File: src/rtl/frog_pkg.sv
// Shared definitions for the frog game controller and car generator:
// controller state encoding, start-position helpers, default grid size.
package frog_pkg;

  localparam int DEF_GRID_COLS = 20;
  localparam int DEF_GRID_ROWS = 15;

  typedef enum logic [1:0] {
    ST_PLAY      = 2'd0,
    ST_HIT       = 2'd1,
    ST_GAME_OVER = 2'd2
  } frog_state_e;

  function automatic int start_col(input int cols);
    return cols / 2;
  endfunction

  function automatic int start_row(input int rows);
    return rows - 1;
  endfunction

endpackage

File: src/rtl/frog_hit_detect.sv
// Combinational car/frog overlap detector.
// Ports: packed car columns/rows, frog col/row in; hit out.
module frog_hit_detect
  import frog_pkg::*;
#(
  parameter int GRID_COLS = DEF_GRID_COLS,
  parameter int GRID_ROWS = DEF_GRID_ROWS,
  parameter int NUM_CARS  = 16,
  parameter int COL_W     = $clog2(GRID_COLS),
  parameter int ROW_W     = $clog2(GRID_ROWS)
) (
  input  logic [NUM_CARS*COL_W-1:0] car_x_flat,
  input  logic [NUM_CARS*ROW_W-1:0] car_y_flat,
  input  logic [COL_W-1:0]          frog_col,
  input  logic [ROW_W-1:0]          frog_row,
  output logic                      hit
);

  localparam logic [COL_W-1:0] COL_MAX = COL_W'(GRID_COLS - 1);
  localparam logic [ROW_W-1:0] ROW_MAX = ROW_W'(GRID_ROWS - 1);

  logic [NUM_CARS-1:0] match;

  for (genvar i = 0; i < NUM_CARS; i++) begin : g_car
    logic [COL_W-1:0] cx;
    logic [ROW_W-1:0] cy;
    assign cx = car_x_flat[i*COL_W +: COL_W];
    assign cy = car_y_flat[i*ROW_W +: ROW_W];
    // Off-grid cars are parked, never a hit.
    assign match[i] = (cx == frog_col) && (cy == frog_row)
                   && (cx <= COL_MAX) && (cy <= ROW_MAX);
  end

  assign hit = |match;

endmodule

File: src/rtl/frog_ctrl_gen.sv
// Frog game controller: movement, collisions, lives, levels, game over.
// Ports: clk/reset, 4 buttons, restart, car positions in; frog state out.
module frog_ctrl_gen
  import frog_pkg::*;
#(
  parameter int GRID_COLS     = DEF_GRID_COLS,
  parameter int GRID_ROWS     = DEF_GRID_ROWS,
  parameter int NUM_CARS      = 16,
  parameter int MAX_LIVES     = 3,
  parameter int INVULN_CYCLES = 50_000_000,
  parameter int LEVEL_W       = 4,
  parameter int COL_W         = $clog2(GRID_COLS),
  parameter int ROW_W         = $clog2(GRID_ROWS),
  parameter int LIVES_W       = $clog2(MAX_LIVES + 1)
) (
  input  logic                      clk,
  input  logic                      reset,
  input  logic                      btn_left,
  input  logic                      btn_down,
  input  logic                      btn_up,
  input  logic                      btn_right,
  input  logic                      restart,
  input  logic [NUM_CARS*COL_W-1:0] car_x_flat,
  input  logic [NUM_CARS*ROW_W-1:0] car_y_flat,
  output logic [COL_W-1:0]          frog_col,
  output logic [ROW_W-1:0]          frog_row,
  output logic [LIVES_W-1:0]        lives,
  output logic [LEVEL_W-1:0]        level,
  output logic                      collision_pulse,
  output logic                      level_up_pulse,
  output logic                      invuln,
  output logic                      game_over
);

  localparam int CNT_W =
    (INVULN_CYCLES > 1) ? $clog2(INVULN_CYCLES) : 1;

  localparam logic [COL_W-1:0] START_COL =
    COL_W'(start_col(GRID_COLS));
  localparam logic [ROW_W-1:0] START_ROW =
    ROW_W'(start_row(GRID_ROWS));
  localparam logic [COL_W-1:0] COL_MAX = COL_W'(GRID_COLS - 1);
  localparam logic [ROW_W-1:0] ROW_MAX = ROW_W'(GRID_ROWS - 1);
  localparam logic [LIVES_W-1:0] LIVES_INIT = LIVES_W'(MAX_LIVES);
  localparam logic [CNT_W-1:0] CNT_INIT = CNT_W'(INVULN_CYCLES - 1);

  frog_state_e        state_q, state_d;
  logic [COL_W-1:0]   col_q, col_d;
  logic [ROW_W-1:0]   row_q, row_d;
  logic [LIVES_W-1:0] lives_q, lives_d;
  logic [LEVEL_W-1:0] level_q, level_d;
  logic [CNT_W-1:0]   cnt_q, cnt_d;
  logic               block_q, block_d;
  logic               cpulse_q, cpulse_d;
  logic               lpulse_q, lpulse_d;
  logic               inv_q, inv_d;
  logic               go_q, go_d;

  logic hit;
  logic any_btn;

  frog_hit_detect #(
    .GRID_COLS (GRID_COLS),
    .GRID_ROWS (GRID_ROWS),
    .NUM_CARS  (NUM_CARS),
    .COL_W     (COL_W),
    .ROW_W     (ROW_W)
  ) u_hit (
    .car_x_flat (car_x_flat),
    .car_y_flat (car_y_flat),
    .frog_col   (col_q),
    .frog_row   (row_q),
    .hit        (hit)
  );

  assign any_btn = btn_left | btn_down | btn_up | btn_right;

  always_comb begin
    state_d  = state_q;
    col_d    = col_q;
    row_d    = row_q;
    lives_d  = lives_q;
    level_d  = level_q;
    cnt_d    = cnt_q;
    block_d  = block_q;
    cpulse_d = 1'b0;
    lpulse_d = 1'b0;
    // Re-arm once every button has been released.
    if (!any_btn) block_d = 1'b0;
    if (restart) begin
      state_d = ST_PLAY;
      col_d   = START_COL;
      row_d   = START_ROW;
      lives_d = LIVES_INIT;
      level_d = '0;
      cnt_d   = '0;
      block_d = 1'b1;
    end else begin
      unique case (state_q)
        ST_PLAY: begin
          if (hit) begin
            lives_d  = lives_q - LIVES_W'(1);
            col_d    = START_COL;
            row_d    = START_ROW;
            cpulse_d = 1'b1;
            if (lives_d == '0) begin
              state_d = ST_GAME_OVER;
            end else begin
              state_d = ST_HIT;
              cnt_d   = CNT_INIT;
            end
          end else if (row_q == '0) begin
            lpulse_d = 1'b1;
            if (level_q != '1) level_d = level_q + LEVEL_W'(1);
            col_d = START_COL;
            row_d = START_ROW;
          end else if (!block_q && any_btn) begin
            // Edge presses still consume the press.
            block_d = 1'b1;
            if (btn_left) begin
              if (col_q != '0) col_d = col_q - COL_W'(1);
            end else if (btn_down) begin
              if (row_q != ROW_MAX) row_d = row_q + ROW_W'(1);
            end else if (btn_up) begin
              row_d = row_q - ROW_W'(1);
            end else begin
              if (col_q != COL_MAX) col_d = col_q + COL_W'(1);
            end
          end
        end
        ST_HIT: begin
          if (cnt_q == '0) state_d = ST_PLAY;
          else cnt_d = cnt_q - CNT_W'(1);
        end
        ST_GAME_OVER: begin
          col_d   = START_COL;
          row_d   = START_ROW;
          lives_d = '0;
        end
        default: state_d = ST_PLAY;
      endcase
    end
    inv_d = (state_d == ST_HIT);
    go_d  = (state_d == ST_GAME_OVER);
  end

  always_ff @(posedge clk) begin
    if (reset) begin
      state_q  <= ST_PLAY;
      col_q    <= START_COL;
      row_q    <= START_ROW;
      lives_q  <= LIVES_INIT;
      level_q  <= '0;
      cnt_q    <= '0;
      block_q  <= 1'b1;
      cpulse_q <= 1'b0;
      lpulse_q <= 1'b0;
      inv_q    <= 1'b0;
      go_q     <= 1'b0;
    end else begin
      state_q  <= state_d;
      col_q    <= col_d;
      row_q    <= row_d;
      lives_q  <= lives_d;
      level_q  <= level_d;
      cnt_q    <= cnt_d;
      block_q  <= block_d;
      cpulse_q <= cpulse_d;
      lpulse_q <= lpulse_d;
      inv_q    <= inv_d;
      go_q     <= go_d;
    end
  end

  assign frog_col        = col_q;
  assign frog_row        = row_q;
  assign lives           = lives_q;
  assign level           = level_q;
  assign collision_pulse = cpulse_q;
  assign level_up_pulse  = lpulse_q;
  assign invuln          = inv_q;
  assign game_over       = go_q;

endmodule

File: config.mk
export PLATFORM = sky130hd
export DESIGN_NAME = frog_ctrl_gen
export DESIGN_NICKNAME = d
export VERILOG_FILES = /design/src/rtl/frog_pkg.sv /design/src/rtl/frog_hit_detect.sv /design/src/rtl/frog_ctrl_gen.sv
export SDC_FILE = /design/constraint.sdc
export NUM_CORES = 1
export LEC_CHECK = 0
export ABC_AREA = 1
export ABC_CLOCK_PERIOD_IN_PS = 3300
export BUFFER_PORTS_ARGS = -buffer_cell sky130_fd_sc_hd__buf_2
export CAP_MARGIN = 20
export CELL_PAD_IN_SITES_DETAIL_PLACEMENT = 1
export CELL_PAD_IN_SITES_GLOBAL_PLACEMENT = 1
export CORE_UTILIZATION = 34
export CTS_CLUSTER_DIAMETER = 50
export DETAILED_ROUTE_END_ITERATION = 8
export PLACE_DENSITY = 0.86
export SYNTH_ARGS = -nofsm -noshare
export SYNTH_HDL_FRONTEND = slang
export SYNTH_HIERARCHICAL = 1
export SYNTH_SLANG_ARGS = --single-unit
File: constraint.sdc
create_clock -name clk -period 3.3 [get_ports clk]
set_input_delay 0.165 -clock clk [delete_from_list [all_inputs] [get_ports clk]]
set_output_delay 0.165 -clock clk [all_outputs]
set_load 0.01 [all_outputs]
==> run metrics, run 1 <==
die height=between 100 and 150 um; wire per inst=between 15 and 20 um; layout cell share with drive strength beyond 1=19.4%; dpl cells=around 1,500; maxcap violations=0; Syn Std Cell Area=0.00582 mm2; Final Hold Fails=0; clk_lat worst skew=slightly below 0.3 ns; met2 GRT Util=48.9%; Setup Skew=about 0.0044 ns; CP most frequent cell=nor2_1; number of global-route vias before repair=7,809; post-CTS sizing=0; Crit. End Element=flop; FILL cells=between 2,000 and 2,500; Overall Power=around 1.6 mW; register area share after synthesis=roughly 17%; Comb pwr share=between 20% and 30%; Netlist cell types=37; Top delay family on crit path=simple AND/OR/NAND/NOR gates; Final period util=between 90 and 100%; CP startpoint kind=flop; Worst-path clk slew=approximately 0.06 ns; sequential power share=a little under two fifths; asr flop ratio synth=0%; sw frac=around a third; antenna violations before repair=1; first drt pass iteration count=5; cts-stage hold buffer count=0; Clock power frac=34.0%; number of port buffers=approximately 170; Die Area=~0.018 mm2; CP required=between 3 and 4 ns; ANT cells=0; GP Congestion=about 0.9; via count=7,742; H-tree depth=2; worst-path cell chain=buf_4, inv_2, nand2_1, nand2_1, nor2_1, nand3_1, nor2_1, nor2_1, nand2_1, nor2_1, nand2_1, inv_1, nor2_1, inv_1, nor2_1, inv_2, nand2_4, nand3_1, nand2_1, nor2_1; Slew headroom=between 50% and 60%; static leakage=4.05 nW; Crit. Startpoint=frog_row[0]; fin worst setup slack=0.263 ns; Pint=around 1.1 mW; Syn Inst Count=1,124; detailed-placement wirelength estimate=about 19,000 um; final std cells w/o fill=approximately 1,500; grt ovf=0; Final ANT Viol Nets=0; worst min path class=in -> reg; Max IR drop VDD=247 uV; area fraction of the dominant cell type after synthesis=26.3%; syn_area_per_cell=a little over 5 um2; # DRC=0; synth warn=6; FF-to-FF Start=frog_row[0]; Final Max Tran Viols=0; Setup Buffers After CTS=0; TNS Setup=0 ns; top_reg_cell synth=dfxtp_1; pin count of the biggest net entering global routing=32; Buffers & Inverters on Critical Path=5; critical path's largest stage delay=between 0.3 and 0.4 ns; Sw Pwr=approximately 500 uW; initial core utilization=a little over a third; global routing usage on met1=33.3%; worst-path maximum fanout=27; syn_nets=1,285; grt peak-use layer=met2; gr usage total=a little over a quarter; pin slew with the least headroom to its limit=around 0.63 ns; root buf cell=clkbuf_16; CP max-delay cell=dfxtp_1; vias per cell=roughly 5.1; row cnt=47; met3 GRT Util=2.95%; Starting DRT DRC Count=around 470; die width=133 um; Max Freq=~330 MHz; Critical Path AT=3.22 ns; final WL=approximately 24,000 um; pre-CTS WS=0.375 ns; TritonCTS sink count=48; CTS tree=built; Layout Utilization=between 40% and 50%; CTS Buf Count=5; RSZ-0062 raised after global routing=false; # setup viols final=0; Clock Path Buffers=2; Worst Setup Path Type=reg -> reg; NumNets Final=1,446; first-pass GRT wire length=between 30,000 and 40,000 um; most frequent cell after synthesis=nand2_1; Post-synth top cells=408 x nand2_1, 168 x nor2_1, 133 x inv_1; core area=about 0.017 mm2; Final Critical Period=just over 3 ns; Area contributors post-synth=nand2_1 26%, dfxtp_1 17%, nor2_1 11%; area leader, netlist=nand2_1; Finished Cell Area=roughly 0.0070 mm2; outcome=finished, final reports clean; WHS=between 0.06 and 0.07 ns; flops & latches, synth=48; area grow syn2layout=20.3%; placed cell areas=0.00685 mm2; I/O pins=170; number of synthesized flops with an enable pin=0; P per Cell Area=223 mW/mm2; hold_sp=restart
kinds of logic (layout without fill, tap and decap cells):
logic type | after synthesis | count (layout) | synth area share [%]
compound gates | 120 | 120 | 11.3
fa+ha+maj | 10 | 10 | 2.41
flops | 48 | 48 | 16.5
xor+xnor | 18 | 18 | 2.71
buf+inv | 181 | 343 | 13.6
simple gates | 747 | 747 | 53.4
registers in the layout, summed over array words and instances (netlist names):
register / flops
level_up_pulse: 1
lives: 2
state_q: 2
invuln: 1
frog_row: 4
level: 4
cnt_q: 26
frog_col: 5
block_q: 1
collision_pulse: 1
game_over: 1
layout by cell type, fill, tap and decap left out, types with 8 or more instances in the layout:
| cell | count |
|---|---|
| inv_2 | 9 |
| ha_1 | 8 |
| nor2_1 | 168 |
| o21ai_1 | 22 |
| xor2_1 | 14 |
| dfxtp_1 | 48 |
| a21oi_1 | 37 |
| buf_2 | 169 |
| nand3_1 | 122 |
| inv_1 | 133 |
| nand2_1 | 408 |
| or2_2 | 22 |
| o21ai_0 | 45 |
| nand4_1 | 10 |
| buf_4 | 22 |
routing by layer:
layer	vias up	routed length (um)
met5	-	13
met4	2	608
met3	44	1500
met2	267	11400
met1	3622	10300
li1	3807	-
power by group through the flow:
| stage | Clock (mW) | Combinational [mW] | Sequential [mW] |
|---|---|---|---|
| 3_5_place_dp | 0 | 0.435 | 0.600 |
| 6_report | 0.529 | 0.442 | 0.586 |
| 3_3_place_gp | 0 | 0.419 | 0.599 |
| 5_1_grt | 0.562 | 0.494 | 0.587 |
| 2_1_floorplan | 0 | 0.235 | 0.600 |
| 4_1_cts | 0.541 | 0.438 | 0.586 |
layout make-up:
cell class | count | area (um2) | area share, %
flip-flops and latches | 48 | 961 | 13.7
clock buffers | 6 | 139 | 1.98
clock inverters | 2 | 10.0 | 0.143
well taps | 220 | 275 | 3.93
repair buffers | 191 | 1010 | 14.4
multi-input cells | 895 | 4060 | 58.0
inverters | 144 | 541 | 7.72
path summary, 6_finish.rpt:
path                to  cells past startpoint  slack [ns]
max           cnt_q[1]                     20        0.26
min          game_over                      2        0.06
max reg2reg   cnt_q[1]                     20        0.26
min reg2reg   level[3]                      1        0.50
Note: power is estimated with default switching activity, not from simulation.
==> run 2, diff against run 1 <==
--- a/config.mk
+++ b/config.mk
@@ -14,7 +14,7 @@
 export CORE_UTILIZATION = 34
 export CTS_CLUSTER_DIAMETER = 50
 export DETAILED_ROUTE_END_ITERATION = 8
-export PLACE_DENSITY = 0.86
+export PLACE_DENSITY_LB_ADDON = 0.12
 export SYNTH_ARGS = -nofsm -noshare
 export SYNTH_HDL_FRONTEND = slang
 export SYNTH_HIERARCHICAL = 1
==> run 2 against run 1 <==
- clock skew increased by 0.0065 ns
- maximum frequency increased by 1.6%
- wire length decreased by 4.6%
- combinational power decreased by 3%
- sequential share of layout area about the same
- core utilization increased by 0.098 points
- die area unchanged
- design area increased by 0.23%
- sequential power about the same
- clock power increased by 2%
- critical path depth decreased by 3
- cell count about the same
- largest cell class unchanged
==> run metrics, run 2 (synthesis results as in run 1) <==
Clock Path Buffers=2 (unchanged); max reg flops=26 (unchanged); Max IR drop VDD=226 uV (-8.3%); CP required=3.49 ns (about the same); FF-to-FF Start=frog_col[4]; worst min path class=in -> reg; Finished Cell Area=0.00701 mm2 (+0.23%); P per Cell Area=222 mW/mm2 (-0.32%); clk_lat worst skew=0.30 ns (about the same); layout cell share with drive strength beyond 1=19.4% (unchanged); vias per cell=5.00 (-2.8%); Worst Setup Path Type=reg -> reg; most common cell after layout, fill and taps aside=nand2_1; CTS Buf Count=5 (unchanged); Setup Buffers After CTS=0 (unchanged); Slew headroom=56.5% (-1.4 points); Setup Skew=0.0109 ns (+0.00650 ns); TNS Setup=0 ns (unchanged); CP most frequent cell=nand2_1; post-CTS sizing=0 (unchanged); CP startpoint kind=flop; die height=133 um (unchanged); NumNets Final=1,446 (unchanged); final WL=22,800 um (-4.6%); row cnt=47 (unchanged); commonest cells after routing, fill and taps aside=408 x nand2_1, 169 x buf_2, 168 x nor2_1, 133 x inv_1, 122 x nand3_1; grt ovf=0 (unchanged); GP Congestion=0.878 (about the same); critical path's largest stage delay=0.44 ns (+0.11 ns); # setup viols final=0 (unchanged); dpl cells=1,498 (unchanged); initial core utilization=34.9% (unchanged); via count=7,529 (-2.8%); Final period util=90.6% (-1.5 points); Worst-path clk slew=0.07 ns (about the same); maxcap violations=0 (unchanged); root buf cell=clkbuf_16; cts-stage hold buffer count=0 (unchanged); pin count of the biggest net entering global routing=33 (+3.1%); worst-path cell chain=inv_2, nand2_1, o21ai_2, nor2_1, nand3_1, nor2_1, nor2_1, nand2_1, nor2_1, nand2_1, inv_1, nand2_1, nor2_1, o21ai_1, nand2_1, nand2_1, a21oi_1; pin slew with the least headroom to its limit=0.648 ns (+0.0167 ns); Final ANT Viol Nets=0 (unchanged); Buffers & Inverters on Critical Path=2 (-3); worst hold path stage count=2 (unchanged); Die Area=0.0176 mm2 (unchanged); hold_sp=reset; first drt pass iteration count=5 (unchanged); Crit path depth=17 (-15%); gr usage total=26.0% (-1.2 points); die width=133 um (unchanged); Crit. End Element=flop; antenna violations before repair=1 (unchanged); static leakage=4.05 nW (about the same); I/O pins=170 (unchanged); # DRC=0 (unchanged); WHS Endpoint=game_over; first-pass GRT wire length=37,000 um (-4.2%); Layout Utilization=42.1% (+0.098 points); CTS tree=built; placed cell areas=0.00686 mm2 (+0.18%); number of port buffers=169 (unchanged); final std cells w/o fill=1,507 (+0.066%); Max Freq=335 MHz (+1.6%); H-tree depth=2 (unchanged); Reg2Reg Setup Slack=0.31 ns (+0.05 ns); Critical Path AT=3.18 ns (-0.04 ns); number of global-route vias before repair=7,287 (-6.7%); Reg2Reg Capture Point=frog_col[2]; CP max-delay cell=inv_2; area grow syn2layout=20.6%; RSZ-0062 raised after global routing=false; Final Hold Fails=0 (unchanged); wire per inst=15.1 um (-4.6%); detailed-placement wirelength estimate=17,600 um (-5.3%); Top delay family on crit path=simple AND/OR/NAND/NOR gates; Final Max Tran Viols=0 (unchanged); Final Critical Period=2.99 ns (-0.0490 ns); outcome=finished, final reports clean; Biggest register=cnt_q; core area=0.0166 mm2 (unchanged); worst-case reg-to-reg path depth=17 (-15%); TritonCTS sink count=48 (unchanged); worst-path maximum fanout=28 (+3.7%); Starting DRT DRC Count=344 (-27%)
[run 2: cell types whose count changed in the layout (fill, tap and decap cells not counted), sizes merged]
cell / previous run / this run
clkinvlp: 0 / 1
clkbuf: 6 / 5
inv: 142 / 144
clkinv: 4 / 2
diode: 0 / 1
[run 2: through the flow]
stage	hold WS, ns	power, mW	worst slack (ns)
global route	0.0461	1.65	0.0635
floorplan	0.243	0.835	0.902
finish	0.0551	1.56	0.312
detailed placement	0.368	1.03	0.348
CTS	0.0479	1.57	0.333
global placement	0.366	1.02	0.384
[run 2: worst max path at each step]
stage | from | end | slack [ns]
after detailed placement | frog_col[4] | frog_col[2] | 0.35
after global routing | frog_col[4] | frog_col[2] | 0.06
final | frog_col[4] | frog_col[2] | 0.31
after floorplan | frog_row[0] | cnt_q[10] | 0.90
after CTS | frog_col[4] | frog_col[2] | 0.33
after global placement | frog_col[4] | frog_col[2] | 0.38
[run 2: layout make-up]
| cell class | count | area, um2 |
|---|---|---|
| multi-input cells | 895 | 4060 |
| well taps | 220 | 275 |
| flip-flops and latches | 48 | 961 |
| clock buffers | 5 | 125 |
| diodes | 1 | 2.50 |
| inverters | 144 | 541 |
| clock inverters | 3 | 25.0 |
| fillers | 2522 | 9630 |
| repair buffers | 191 | 1020 |
[run 2: per-layer routing]
layer | part of all wire [%] | wire length [um] | vias up | global-route usage (%)
li1 | - | - | 3824 | -
met1 | 46 | 10600 | 3531 | 32.7
met2 | 48 | 11000 | 154 | 47.4
met3 | 4.0 | 921 | 20 | 2.57
met4 | 1.4 | 329 | 0 | 5.36
met5 | 0 | 0 | - | 0
[run 2: worst register-to-register path, cell delays in order (launching register included)]
cell and delay [ns]:
dfxtp_1 0.33, inv_2 0.44, nand2_1 0.15, o21ai_2 0.08
nor2_1 0.05, nand3_1 0.07, nor2_1 0.04, nor2_1 0.20
nand2_1 0.08, nor2_1 0.09, nand2_1 0.15, inv_1 0.13
nand2_1 0.08, nor2_1 0.24, o21ai_1 0.23, nand2_1 0.20
nand2_1 0.08, a21oi_1 0.25
[run 2: report_power, final]
group	internal, mW	total [mW]	leakage (nW)	switching (mW)
Sequential	0.582	0.586	0.387	0.00391
Clock	0.287	0.541	0.0708	0.254
Combinational	0.177	0.429	3.59	0.252
